<file path="config.mk">
export PLATFORM = sky130hd
export DESIGN_NAME = mrna_iso_sequencer
export DESIGN_NICKNAME = d
export VERILOG_FILES = /design/src/rtl/mrna_iso_pkg.sv /design/src/rtl/mrna_rr_arbiter.sv /design/src/rtl/mrna_iso_sequencer.sv
export SDC_FILE = /design/constraint.sdc
export NUM_CORES = 1
export LEC_CHECK = 0
export CAP_MARGIN = 25
export CORE_MARGIN = 2
export CORE_UTILIZATION = 36
export CTS_CLUSTER_SIZE = 14
export DETAILED_ROUTE_END_ITERATION = 7
export GPL_TIMING_DRIVEN = 0
export PLACE_DENSITY = 0.62
export SYNTH_ARGS = -nofsm -noshare
export SYNTH_HDL_FRONTEND = slang
export SYNTH_SLANG_ARGS = --single-unit
</file>
<file path="constraint.sdc">
create_clock -name clk -period 6.4 [get_ports clk]
set_input_delay 1.6 -clock clk [delete_from_list [all_inputs] [get_ports clk]]
set_output_delay 1.6 -clock clk [all_outputs]
set_load 0.01 [all_outputs]
</file>
<file path="src/rtl/mrna_iso_pkg.sv">
// mrna_iso_pkg
// Shared definitions for the mRNA isolation chip sequencer:
//   - sequencer state enum and phase ordering helpers
//   - pump drive patterns and valve line levels
//   - lane count of the chip netlist
package mrna_iso_pkg;

    localparam int NLANES  = 4;
    localparam int NPHASES = 6;

    typedef enum logic [2:0] {
        ST_IDLE,
        ST_GRANT,
        ST_LOAD,
        ST_LYSE,
        ST_BIND,
        ST_WASH,
        ST_COLLECT,
        ST_FLUSH
    } seq_state_t;

    // Three-phase peristaltic pattern; one line is vented per step.
    localparam logic [2:0] PUMP_A   = 3'b110;
    localparam logic [2:0] PUMP_B   = 3'b101;
    localparam logic [2:0] PUMP_C   = 3'b011;
    localparam logic [2:0] PUMP_OFF = 3'b111;

    // A pressurised control line closes its valve.
    localparam logic VALVE_CLOSED = 1'b1;
    localparam logic VALVE_OPEN   = 1'b0;

    function automatic logic is_phase(input seq_state_t s);
        return (s != ST_IDLE) && (s != ST_GRANT);
    endfunction

    function automatic logic pump_runs(input seq_state_t s);
        return (s == ST_LOAD) || (s == ST_LYSE) || (s == ST_BIND) || (s == ST_WASH);
    endfunction

    function automatic seq_state_t phase_state(input int k);
        case (k)
            0:       return ST_LOAD;
            1:       return ST_LYSE;
            2:       return ST_BIND;
            3:       return ST_WASH;
            4:       return ST_COLLECT;
            default: return ST_FLUSH;
        endcase
    endfunction

    // Index of the first phase that may follow the given state.
    function automatic int phase_pos(input seq_state_t s);
        case (s)
            ST_GRANT:   return 0;
            ST_LOAD:    return 1;
            ST_LYSE:    return 2;
            ST_BIND:    return 3;
            ST_WASH:    return 4;
            ST_COLLECT: return 5;
            default:    return NPHASES;
        endcase
    endfunction

    // First later phase with a non-zero duration (bit k of nz is phase k),
    // or IDLE when the protocol has nothing left to run.
    function automatic seq_state_t next_phase(input seq_state_t cur, input logic [5:0] nz);
        seq_state_t nxt;
        logic       found;
        nxt   = ST_IDLE;
        found = 1'b0;
        for (int k = 0; k < NPHASES; k++) begin
            if (!found && (k >= phase_pos(cur)) && nz[k]) begin
                nxt   = phase_state(k);
                found = 1'b1;
            end
        end
        return nxt;
    endfunction

endpackage

</file>
<file path="src/rtl/mrna_rr_arbiter.sv">
// mrna_rr_arbiter
// Four-request round-robin arbiter for the shared fluid lines.
//   clk, rst   : clock, synchronous active-high reset
//   req        : pending lane requests
//   grant_en   : a grant is taken this cycle; advances the pointer
//   gnt_valid  : some request is selectable
//   gnt_lane   : encoded selected lane
//   gnt_onehot : one-hot selected lane
module mrna_rr_arbiter
    import mrna_iso_pkg::*;
(
    input  logic              clk,
    input  logic              rst,
    input  logic [NLANES-1:0] req,
    input  logic              grant_en,
    output logic              gnt_valid,
    output logic [1:0]        gnt_lane,
    output logic [NLANES-1:0] gnt_onehot
);

    logic [1:0] ptr;

    // Scan from the pointer upward; the 2-bit sum wraps modulo 4.
    always_comb begin
        gnt_valid = 1'b0;
        gnt_lane  = 2'd0;
        for (int i = 0; i < NLANES; i++) begin
            if (!gnt_valid && req[ptr + 2'(i)]) begin
                gnt_valid = 1'b1;
                gnt_lane  = ptr + 2'(i);
            end
        end
        gnt_onehot = gnt_valid ? (NLANES'(1) << gnt_lane) : '0;
    end

    always_ff @(posedge clk) begin
        if (rst) begin
            ptr <= 2'd0;
        end else if (grant_en && gnt_valid) begin
            ptr <= gnt_lane + 2'd1;
        end
    end

endmodule

</file>
<file path="src/rtl/mrna_iso_sequencer.sv">
// mrna_iso_sequencer
// Pneumatic control sequencer for the four-lane mRNA isolation chip.
// Arbitrates lane run requests and walks the granted lane through
// LOAD, LYSE, BIND, WASH, COLLECT (and optionally FLUSH).
// Optional feature macro: MRNAISO_SEQ_FLUSH_EN adds the FLUSH phase.
// Ports:
//   clk, rst                 : clock, synchronous active-high reset
//   start[4], abort          : run request pulses, run termination
//   pump_div, t_*            : pump step divider and phase durations
//   cells_in/out, collect_ctl: per-lane valve lines (1 = closed)
//   lysis/bead/push/sep/sieve/waste_ctl : shared valve lines
//   pump_ctl[3]              : peristaltic pump lines
//   busy, active_lane, done  : run status and completion pulse
module mrna_iso_sequencer #(
    parameter int NLANES = 4,
    parameter int CNT_W  = 16
) (
    input  logic              clk,
    input  logic              rst,
    input  logic [NLANES-1:0] start,
    input  logic              abort,
    input  logic [CNT_W-1:0]  pump_div,
    input  logic [CNT_W-1:0]  t_load,
    input  logic [CNT_W-1:0]  t_lyse,
    input  logic [CNT_W-1:0]  t_bind,
    input  logic [CNT_W-1:0]  t_wash,
    input  logic [CNT_W-1:0]  t_collect,
    input  logic [CNT_W-1:0]  t_flush,
    output logic [NLANES-1:0] cells_in_ctl,
    output logic [NLANES-1:0] cells_out_ctl,
    output logic [NLANES-1:0] collect_ctl,
    output logic              lysis_in_ctl,
    output logic              lysis_waste_ctl,
    output logic              beads_in_ctl,
    output logic              bead_waste_ctl,
    output logic              push_ctl,
    output logic              sep_ctl,
    output logic              sieve_ctl,
    output logic              waste_ctl,
    output logic [2:0]        pump_ctl,
    output logic              busy,
    output logic [1:0]        active_lane,
    output logic [NLANES-1:0] done
);
    import mrna_iso_pkg::*;

`ifdef MRNAISO_SEQ_FLUSH_EN
    localparam logic FLUSH_EN = 1'b1;
`else
    localparam logic FLUSH_EN = 1'b0;
`endif

    seq_state_t        state, state_nxt;
    logic [NLANES-1:0] pending;
    logic [1:0]        lane_q, lane_nxt;
    logic [CNT_W-1:0]  div_q, d_load, d_lyse, d_bind, d_wash, d_collect, d_flush;
    logic [CNT_W-1:0]  div_cnt, step_cnt, cur_dur;
    logic [5:0]        in_nz, lat_nz;
    logic              tick, phase_end, grant_en, grant_take, run_end, entering;
    logic              gnt_valid;
    logic [1:0]        gnt_lane;
    logic [NLANES-1:0] gnt_onehot;

    logic [NLANES-1:0] cells_in_nxt, cells_out_nxt, collect_nxt;
    logic lysis_in_nxt, lysis_waste_nxt, beads_in_nxt, bead_waste_nxt;
    logic push_nxt, sep_nxt, sieve_nxt, waste_nxt;

    assign grant_en = (state == ST_GRANT) && !abort;

    mrna_rr_arbiter u_arb (
        .clk        (clk),
        .rst        (rst),
        .req        (pending),
        .grant_en   (grant_en),
        .gnt_valid  (gnt_valid),
        .gnt_lane   (gnt_lane),
        .gnt_onehot (gnt_onehot)
    );

    // Next-state logic. At GRANT the skip decision uses the live t_* inputs,
    // because they are being latched on this very edge.
    always_comb begin
        in_nz  = {FLUSH_EN & (t_flush != '0), t_collect != '0, t_wash != '0,
                  t_bind != '0, t_lyse != '0, t_load != '0};
        lat_nz = {FLUSH_EN & (d_flush != '0), d_collect != '0, d_wash != '0,
                  d_bind != '0, d_lyse != '0, d_load != '0};
        case (state)
            ST_LOAD:    cur_dur = d_load;
            ST_LYSE:    cur_dur = d_lyse;
            ST_BIND:    cur_dur = d_bind;
            ST_WASH:    cur_dur = d_wash;
            ST_COLLECT: cur_dur = d_collect;
            ST_FLUSH:   cur_dur = d_flush;
            default:    cur_dur = '0;
        endcase
        tick       = (div_cnt == div_q);
        phase_end  = tick && (step_cnt == cur_dur - CNT_W'(1));
        grant_take = grant_en && gnt_valid;
        state_nxt  = state;
        lane_nxt   = lane_q;
        run_end    = 1'b0;
        case (state)
            ST_IDLE: begin
                if ((pending | start) != '0) state_nxt = ST_GRANT;
            end
            ST_GRANT: begin
                if (grant_take) begin
                    state_nxt = next_phase(ST_GRANT, in_nz);
                    lane_nxt  = gnt_lane;
                    run_end   = (state_nxt == ST_IDLE);
                end else begin
                    state_nxt = ST_IDLE;
                end
            end
            default: begin
                if (abort) begin
                    state_nxt = ST_IDLE;
                end else if (phase_end) begin
                    state_nxt = next_phase(state, lat_nz);
                    run_end   = (state_nxt == ST_IDLE);
                end
            end
        endcase
        entering = is_phase(state_nxt) && (state_nxt != state);
    end

    // Valve levels for the coming cycle; everything not listed stays closed.
    always_comb begin
        cells_in_nxt    = '1;
        cells_out_nxt   = '1;
        collect_nxt     = '1;
        lysis_in_nxt    = VALVE_CLOSED;
        lysis_waste_nxt = VALVE_CLOSED;
        beads_in_nxt    = VALVE_CLOSED;
        bead_waste_nxt  = VALVE_CLOSED;
        push_nxt        = VALVE_CLOSED;
        sep_nxt         = VALVE_CLOSED;
        sieve_nxt       = VALVE_CLOSED;
        waste_nxt       = VALVE_CLOSED;
        case (state_nxt)
            ST_LOAD: begin
                cells_in_nxt[lane_nxt]  = VALVE_OPEN;
                cells_out_nxt[lane_nxt] = VALVE_OPEN;
            end
            ST_LYSE: begin
                lysis_in_nxt    = VALVE_OPEN;
                lysis_waste_nxt = VALVE_OPEN;
            end
            ST_BIND: begin
                beads_in_nxt   = VALVE_OPEN;
                bead_waste_nxt = VALVE_OPEN;
                sieve_nxt      = VALVE_OPEN;
            end
            ST_WASH: begin
                sep_nxt   = VALVE_OPEN;
                waste_nxt = VALVE_OPEN;
            end
            ST_COLLECT: begin
                collect_nxt[lane_nxt] = VALVE_OPEN;
                push_nxt              = VALVE_OPEN;
            end
            ST_FLUSH: begin
                waste_nxt = VALVE_OPEN;
                push_nxt  = VALVE_OPEN;
            end
            default: ;
        endcase
    end

    // State, request bookkeeping, counters and registered outputs.
    // A start landing in the grant cycle for the granted lane survives the
    // clear so that it queues a re-run.
    always_ff @(posedge clk) begin
        if (rst) begin
            state           <= ST_IDLE;
            pending         <= '0;
            lane_q          <= 2'd0;
            div_q           <= '0;
            d_load          <= '0;
            d_lyse          <= '0;
            d_bind          <= '0;
            d_wash          <= '0;
            d_collect       <= '0;
            d_flush         <= '0;
            div_cnt         <= '0;
            step_cnt        <= '0;
            cells_in_ctl    <= '1;
            cells_out_ctl   <= '1;
            collect_ctl     <= '1;
            lysis_in_ctl    <= VALVE_CLOSED;
            lysis_waste_ctl <= VALVE_CLOSED;
            beads_in_ctl    <= VALVE_CLOSED;
            bead_waste_ctl  <= VALVE_CLOSED;
            push_ctl        <= VALVE_CLOSED;
            sep_ctl         <= VALVE_CLOSED;
            sieve_ctl       <= VALVE_CLOSED;
            waste_ctl       <= VALVE_CLOSED;
            pump_ctl        <= PUMP_OFF;
            busy            <= 1'b0;
            active_lane     <= 2'd0;
            done            <= '0;
        end else begin
            pending <= (pending & ~(grant_take ? gnt_onehot : '0)) | start;
            state   <= state_nxt;
            lane_q  <= lane_nxt;
            if (grant_take) begin
                div_q     <= pump_div;
                d_load    <= t_load;
                d_lyse    <= t_lyse;
                d_bind    <= t_bind;
                d_wash    <= t_wash;
                d_collect <= t_collect;
                d_flush   <= t_flush;
            end
            if (entering) begin
                div_cnt  <= '0;
                step_cnt <= '0;
            end else if (is_phase(state)) begin
                if (tick) begin
                    div_cnt  <= '0;
                    step_cnt <= step_cnt + CNT_W'(1);
                end else begin
                    div_cnt <= div_cnt + CNT_W'(1);
                end
            end
            if (!pump_runs(state_nxt)) begin
                pump_ctl <= PUMP_OFF;
            end else if (entering) begin
                pump_ctl <= PUMP_A;
            end else if (tick) begin
                pump_ctl <= {pump_ctl[1:0], pump_ctl[2]};
            end
            cells_in_ctl    <= cells_in_nxt;
            cells_out_ctl   <= cells_out_nxt;
            collect_ctl     <= collect_nxt;
            lysis_in_ctl    <= lysis_in_nxt;
            lysis_waste_ctl <= lysis_waste_nxt;
            beads_in_ctl    <= beads_in_nxt;
            bead_waste_ctl  <= bead_waste_nxt;
            push_ctl        <= push_nxt;
            sep_ctl         <= sep_nxt;
            sieve_ctl       <= sieve_nxt;
            waste_ctl       <= waste_nxt;
            busy            <= is_phase(state_nxt);
            active_lane     <= is_phase(state_nxt) ? lane_nxt : 2'd0;
            done            <= run_end ? (NLANES'(1) << lane_nxt) : '0;
        end
    end

endmodule

</file>
======== Yosys cells after proc, flatten, opt, wreduce, memory -nomap -nowiden ========
Cells that the tools add are included.
storage, ports and cells
  bits in registers ....................... 178
  bits of input ports ..................... 119
  output and inout bits ................... 30
  logic and storage cells ................. 238
operators by class
  add/subtract/negate cells ............... 7
  magnitude comparators ................... 16
  equal/unequal tests ..................... 18
  shifts and indexed selects .............. 2
  multiplexer cells ....................... 89
  bitwise gates (word level) .............. 10
  reduce and logical (&&, ||, !) cells .... 71
operators by type and width
  operator                 number
  $mux W32                 5
  $reduce_bool A16 Y1      10
  $ge A3 B32 Y1 const A    4
  $pmux W16 S6             1
  $ge A1 B32 Y1 const A    2
  $ge A2 B32 Y1 const A    2
  $ge A4 B32 Y1 const A    2
  $mux W3                  17
  $mux W1                  47
  $add A16 B1 Y16 const B  2
  $eq A16 B16 Y1           2
  $logic_and A1 B1 Y1      28
  $eq A3 B3 Y1 const B     8
  $reduce_or A2 Y1         9
  $mux W16                 1
  $mux W2                  8
  $sub A16 B1 Y16 const B  1
  $lt A2 B3 Y1 const B     5
  $pmux W3 S5              1
  $eq A3 B2 Y1 const B     4
  $logic_not A1 Y1         12
  $logic_not A3 Y1         3
  $bmux W1 S2              4
  $mux W4                  2
  20 further kinds         33

======== Longest topological paths before layout ========
  depth after elaboration ................. 52
  mapped depth ............................ 21
  mapped depth without buffers ............ 15

======== Hierarchy ========
A second synthesis with hierarchy kept.
unflattened totals
  cells, all modules ...................... 1,160
  area, all modules ....................... 9,330.2 µm²
modules (own cells, without submodules)
  module              instances  cells each  area an instance (µm²)  sequential area each (µm²)
  mrna_iso_sequencer  1          1,128       9,057.4                 3,523.4
  mrna_rr_arbiter     1          32          272.8                   40.0

======== Worst setup path after synthesis ========
No wires, ideal clock.
  path type ............................... flip-flop to flip-flop
  from .................................... register state[2]
  to ...................................... register div_cnt[10]
  data arrival time ....................... 4.290 ns
  path slack .............................. 1.973 ns
  stages on the path, launching flop included .. 21
  path buffers ............................ 6
  period minus slack after synthesis ...... 4.427 ns
  cell sequence ........................... dfxtp_1 -> buf_2 -> buf_4 -> inv_1 -> ha_1 -> buf_2 -> clkbuf_1 -> or2_2 -> ha_1 -> inv_1 -> or3b_1 -> nor4_1 -> nor3_1 -> o31a_1 -> and4bb_1 -> buf_6 -> mux2_2 -> and3_1 -> nor4_4 -> buf_6 -> nor3_2
between the ends
  cells in the longest elaborated chain, start to end .. 46
  elaborated cells between the ends (all ways) .. 74
  classes of those cells .................. 1 x add/sub; 5 x order compare; 11 x eq/ne; 34 x mux; 23 x reduce/logical
RTL lines
  item                                                RTL line                                      text
  start: declaration                                  mrna_iso_sequencer.sv:53                      seq_state_t state, state_nxt;
  start signal: assignment                            mrna_iso_sequencer.sv:204                     state <= state_nxt;
  $eq A3 B3 Y1 or $eq A3 B2 Y1 (tied branches)        mrna_iso_pkg.sv:53, mrna_iso_sequencer.sv:87
  $pmux W3 S5                                         mrna_iso_pkg.sv:53                            case (s)
  $mux W32                                            mrna_iso_sequencer.sv:118                     end else if (phase_end) begin
  $mux W32                                            --
  $mux W32                                            mrna_iso_sequencer.sv:102                     case (state)
  $ge A1 B32 Y1                                       mrna_iso_pkg.sv:72                            if (!found && (k >= phase_pos(cur)) && nz[k]) begin
  $logic_and A1 B1 Y1                                 mrna_iso_pkg.sv:72
  $mux W1                                             mrna_iso_pkg.sv:72
  [... 30 more ...]                                   --
  $mux W3                                             mrna_iso_sequencer.sv:102
  $mux W3                                             mrna_iso_sequencer.sv:118
  $mux W3                                             mrna_iso_sequencer.sv:116                     if (abort) begin
  $pmux W3 S2                                         mrna_iso_sequencer.sv:102
  $ne A3 B1 Y1 or $reduce_bool A3 Y1 (tied branches)  mrna_iso_pkg.sv:33                            return (s != ST_IDLE) && (s != ST_GRANT);
  $logic_and A1 B1 Y1                                 mrna_iso_pkg.sv:33
  $logic_and A1 B1 Y1                                 mrna_iso_sequencer.sv:124                     entering = is_phase(state_nxt) && (state_nxt != state);
  $reduce_or A2 Y1 (no line)                          --
  end signal: assignment                              mrna_iso_sequencer.sv:223                     div_cnt <= div_cnt + CNT_W'(1);
  end: declaration                                    mrna_iso_sequencer.sv:57                      logic [CNT_W-1:0] div_cnt, step_cnt, cur_dur;
Several ways; a longest one is shown, not always the timed one. The select of a mux whose other input is x is not followed.
A chain may end at the register's enable or synchronous reset.

======== Worst setup path in the final report ========
  from .................................... register state[2]
  to ...................................... register div_cnt[12]
Same word-level chain as after synthesis.

==> flow_metrics.py <==
metrics = {
    "timing": {
        "worst_slew_pin_slew_ns": 0.911,
        "rsz0062_at_grt": "false",
        "setup_violations": 0,
        "drv_slew": 0,
        "layout_min_cycle_time_ns": 5.36,
        "hold_viol_final": 0,
        "fmax_ghz": 0.187,
        "fin_setup_tns_ns": 0,
        "period_share": 0.837,
        "slew_headroom": 0.393,
        "fin_ws_ns": 1.04,
        "skew_ns": 0.0137,
    },
    "logic_synthesis": {
        "ys_seq_area_frac": 0.392,
        "synth_top_area_share": 0.392,
        "ys_warn_count": 0,
        "syn_nets": 1250,
        "synth_seq_cells": 178,
        "netlist_instances": 1121,
        "ys_types": 76,
        "synth-edff-count": 0,
        "synth.avg_cell_area_um2": 8.11,
        "async_reset_ff_frac": 0,
        "syn_area_um2": 9090,
        "synth_area_leaders": "dfxtp_1 (39%), nand2_1 (11%), a21oi_1 (7.5%), xnor2_1 (3.4%), nor4_1 (3.0%)",
        "synth_top_cell_by_area": "dfxtp_1",
        "ys.flop_type": "dfxtp_1",
    },
    "die": {
        "die_w_um": 163,
        "start_util": 0.364,
        "die_area_um2": 26500,
        "die_y_um": 163,
        "rows": 58,
        "io_pins": 149,
        "core-area_um2": 25000,
    },
    "routing": {
        "drt-initial-drc-count": 709,
        "num_vias": 8743,
        "drc": 0,
        "drtAntennaViolNets": 0,
        "avgViaCountPerCell": 5.36,
        "wl_mm": 29.0,
        "dr.pass1.iters": 5,
        "wl_per_cell_um": 17.8,
    },
    "global_routing": {
        "track_usage": 0.222,
        "antenna_found_initial": 0,
        "grt_pass1_vias": 8215,
        "grt_max_degree": 20,
        "grt-ovfl-total": 0,
        "grt_pass1_wl_mm": 45.3,
    },
    "cts": {
        "cts_buffer_depth": 2,
        "cts_root_buf": "clkbuf_16",
        "cts_setup_buffers": 0,
        "htreeDepth": 4,
        "clock-sinks": 178,
        "cts_hold_buffers": 0,
        "cts_tree": "done",
        "clk_latency_ns": 0.45,
        "cts_buffers": 17,
        "postCtsResizedCells": 0,
        "clk_pin_slew_ns": 0.08,
    },
    "cells_and_area": {
        "antenna_cells": 0,
        "area_growth_pct": 27.5,
        "nNetsFinal": 1418,
        "finalNonFillerCells": 1632,
        "final_util": 0.464,
        "drive_gt1_frac": 0.0914,
        "stdcell_area_um2": 11600,
    },
    "power_and_ir_drop": {
        "leakage_nw": 3.97,
        "p_per_area_nw_per_um2": 226,
        "vdd_ir_drop_max_v": 0.000166,
    },
    "worst_setup_path": {
        "rr_startpoint": "state[2]",
        "path_class": "register to register",
        "crit_family": "simple AND/OR/NAND/NOR gates",
        "cp.required_ns": 6.72,
        "slowest_stage": "nor4_4",
        "critPathMaxFanout": 10,
        "max_stage_delay_ns": 0.51,
        "cp_cell_sequence": "buf_2 -> buf_4 -> inv_1 -> ha_1 -> buf_2 -> clkbuf_1 -> or2_2 -> ha_1 -> inv_1 -> or3b_1 -> nor4_1 -> nor3_1 -> o31a_1 -> and4bb_1 -> buf_6 -> mux2i_1 -> nor4_1 -> nor4_4 -> buf_6 -> nor3_2",
        "cp-startpoint": "state[2]",
        "crit_buf_inv": 8,
        "worst_setup_path_end_kind": "register",
        "start_kind": "register",
        "arrival_ns": 5.68,
    },
    "place": {
        "place_inst": 1600,
        "dp_slack_ns": 0.908,
        "finalWeightedCongestion": 0.949,
        "dp.final_hpwl_mm": 22.5,
        "port_buffers": 148,
        "dpl_cell_area_um2": 11000,
    },
    "status": {
        "status": "complete, no violations",
    },
    "min_path": {
        "hp-start": "d_flush[14]",
        "hp-class": "register to register",
    },
    "job": {
        "cap_violations": 0,
    },
}
[area by class of cell]
type / count / area (um2)
clock inverter: 15 / 164
tap: 330 / 413
sequential: 178 / 3560
fill: 2505 / 13400
buffer: 78 / 392
clock buffer: 17 / 425
inverter: 20 / 75.1
multi-input combinational: 845 / 5060
timing repair buffer: 149 / 1490
[per-stage QoR]
step	hold WS [ns]	power [mW]
finish	0.461	2.62
global route	0.482	2.71
CTS	0.465	2.63
detailed placement	0.454	1.59
global placement	0.447	1.58
floorplan	0.433	1.41
[power breakdown]
part	switching (mW)	leakage, nW	total (mW)	internal (mW)
logic	0.209	2.25	0.378	0.169
clock network	0.525	0.283	1.05	0.525
registers	0.0409	1.44	1.19	1.15
[layer usage]
layer / wire, um / GRT usage / vias to the layer above
met2: 13000 / 0.358 / 304
met4: 534 / 0.0680 / 0
met3: 1930 / 0.0369 / 37
li1: - / - / 4283
met5: 0 / 0 / -
met1: 13500 / 0.304 / 4119
[path summary, 6_finish.rpt]
path | to | slack (ns) | cells after the start
min reg2reg | d_flush[14] | 0.46 | 2
max | div_cnt[12] | 1.04 | 20
min | d_flush[14] | 0.46 | 2
max reg2reg | div_cnt[12] | 1.04 | 20
[cells in the mapped netlist (3+ instances only)]
master / instances
and3_1: 15
mux2i_1: 23
or2_2: 4
a41o_1: 3
nand4_1: 22
nor2b_1: 9
o2bb2ai_1: 5
buf_6: 6
a32oi_1: 4
nor2_1: 35
mux2_2: 15
a221o_1: 4
a21o_1: 4
nand2b_1: 8
dfxtp_1: 178
a32o_1: 5
buf_2: 7
xnor2_1: 35
a211oi_1: 6
nand3_1: 21
nor3b_1: 8
a21oi_1: 137
nor2_2: 21
buf_4: 12
o21ai_0: 14
nand4b_1: 3
nand2_1: 260
xor2_1: 23
or4_1: 4
o22ai_1: 5
nor3_2: 10
nor3_1: 12
mux2_1: 3
a41oi_1: 5
a22oi_1: 7
inv_1: 20
clkbuf_1: 51
nor4_1: 43
ha_1: 10
a211o_1: 3
and2_1: 9
nand3b_1: 4
[state kept, by name, indices dropped and copies added (netlist names)]
register         flops
d_lyse              16
div_cnt             16
state                3
lane_q               2
u_arb.ptr            2
cells_out_ctl        4
d_bind              16
lysis_waste_ctl      1
waste_ctl            1
busy                 1
collect_ctl          4
done                 4
d_flush             16
pending              4
sieve_ctl            1
d_load              16
step_cnt            16
pump_ctl             3
active_lane          2
sep_ctl              1
push_ctl             1
d_collect           16
div_q               16
d_wash              16
[kinds of logic (layout without fill, tap and decap cells)]
family,count (synthesis),after routing,share of synthesized area
DFF,178,178,0.392
muxes,42,42,0.0493
adders and majority gates,10,10,0.0138
xor gates and xnor gates,59,59,0.0585
buffers and inverters,98,279,0.0514
and+or+nand+nor,502,502,0.275
AOI/OAI and AO/OA,232,232,0.160
[worst min-delay path, stage by stage (launching register included)]
cell and delay [ns]:
dfxtp_1 0.31, nand2_1 0.05, a21oi_1 0.05
[placed cells by master (no fill, tap or decap), types with 17 or more instances in the layout]
cell / n
mux2i_1: 23
clkbuf_16: 17
nor2_1: 35
xor2_1: 23
xnor2_1: 35
a21oi_1: 137
clkbuf_1: 51
nand2_1: 260
nor4_1: 42
nand4_1: 22
clkdlybuf4s50_1: 148
dfxtp_1: 178
nor2_2: 21
nand3_1: 21
inv_1: 20
(Power assumes the default switching activity.)
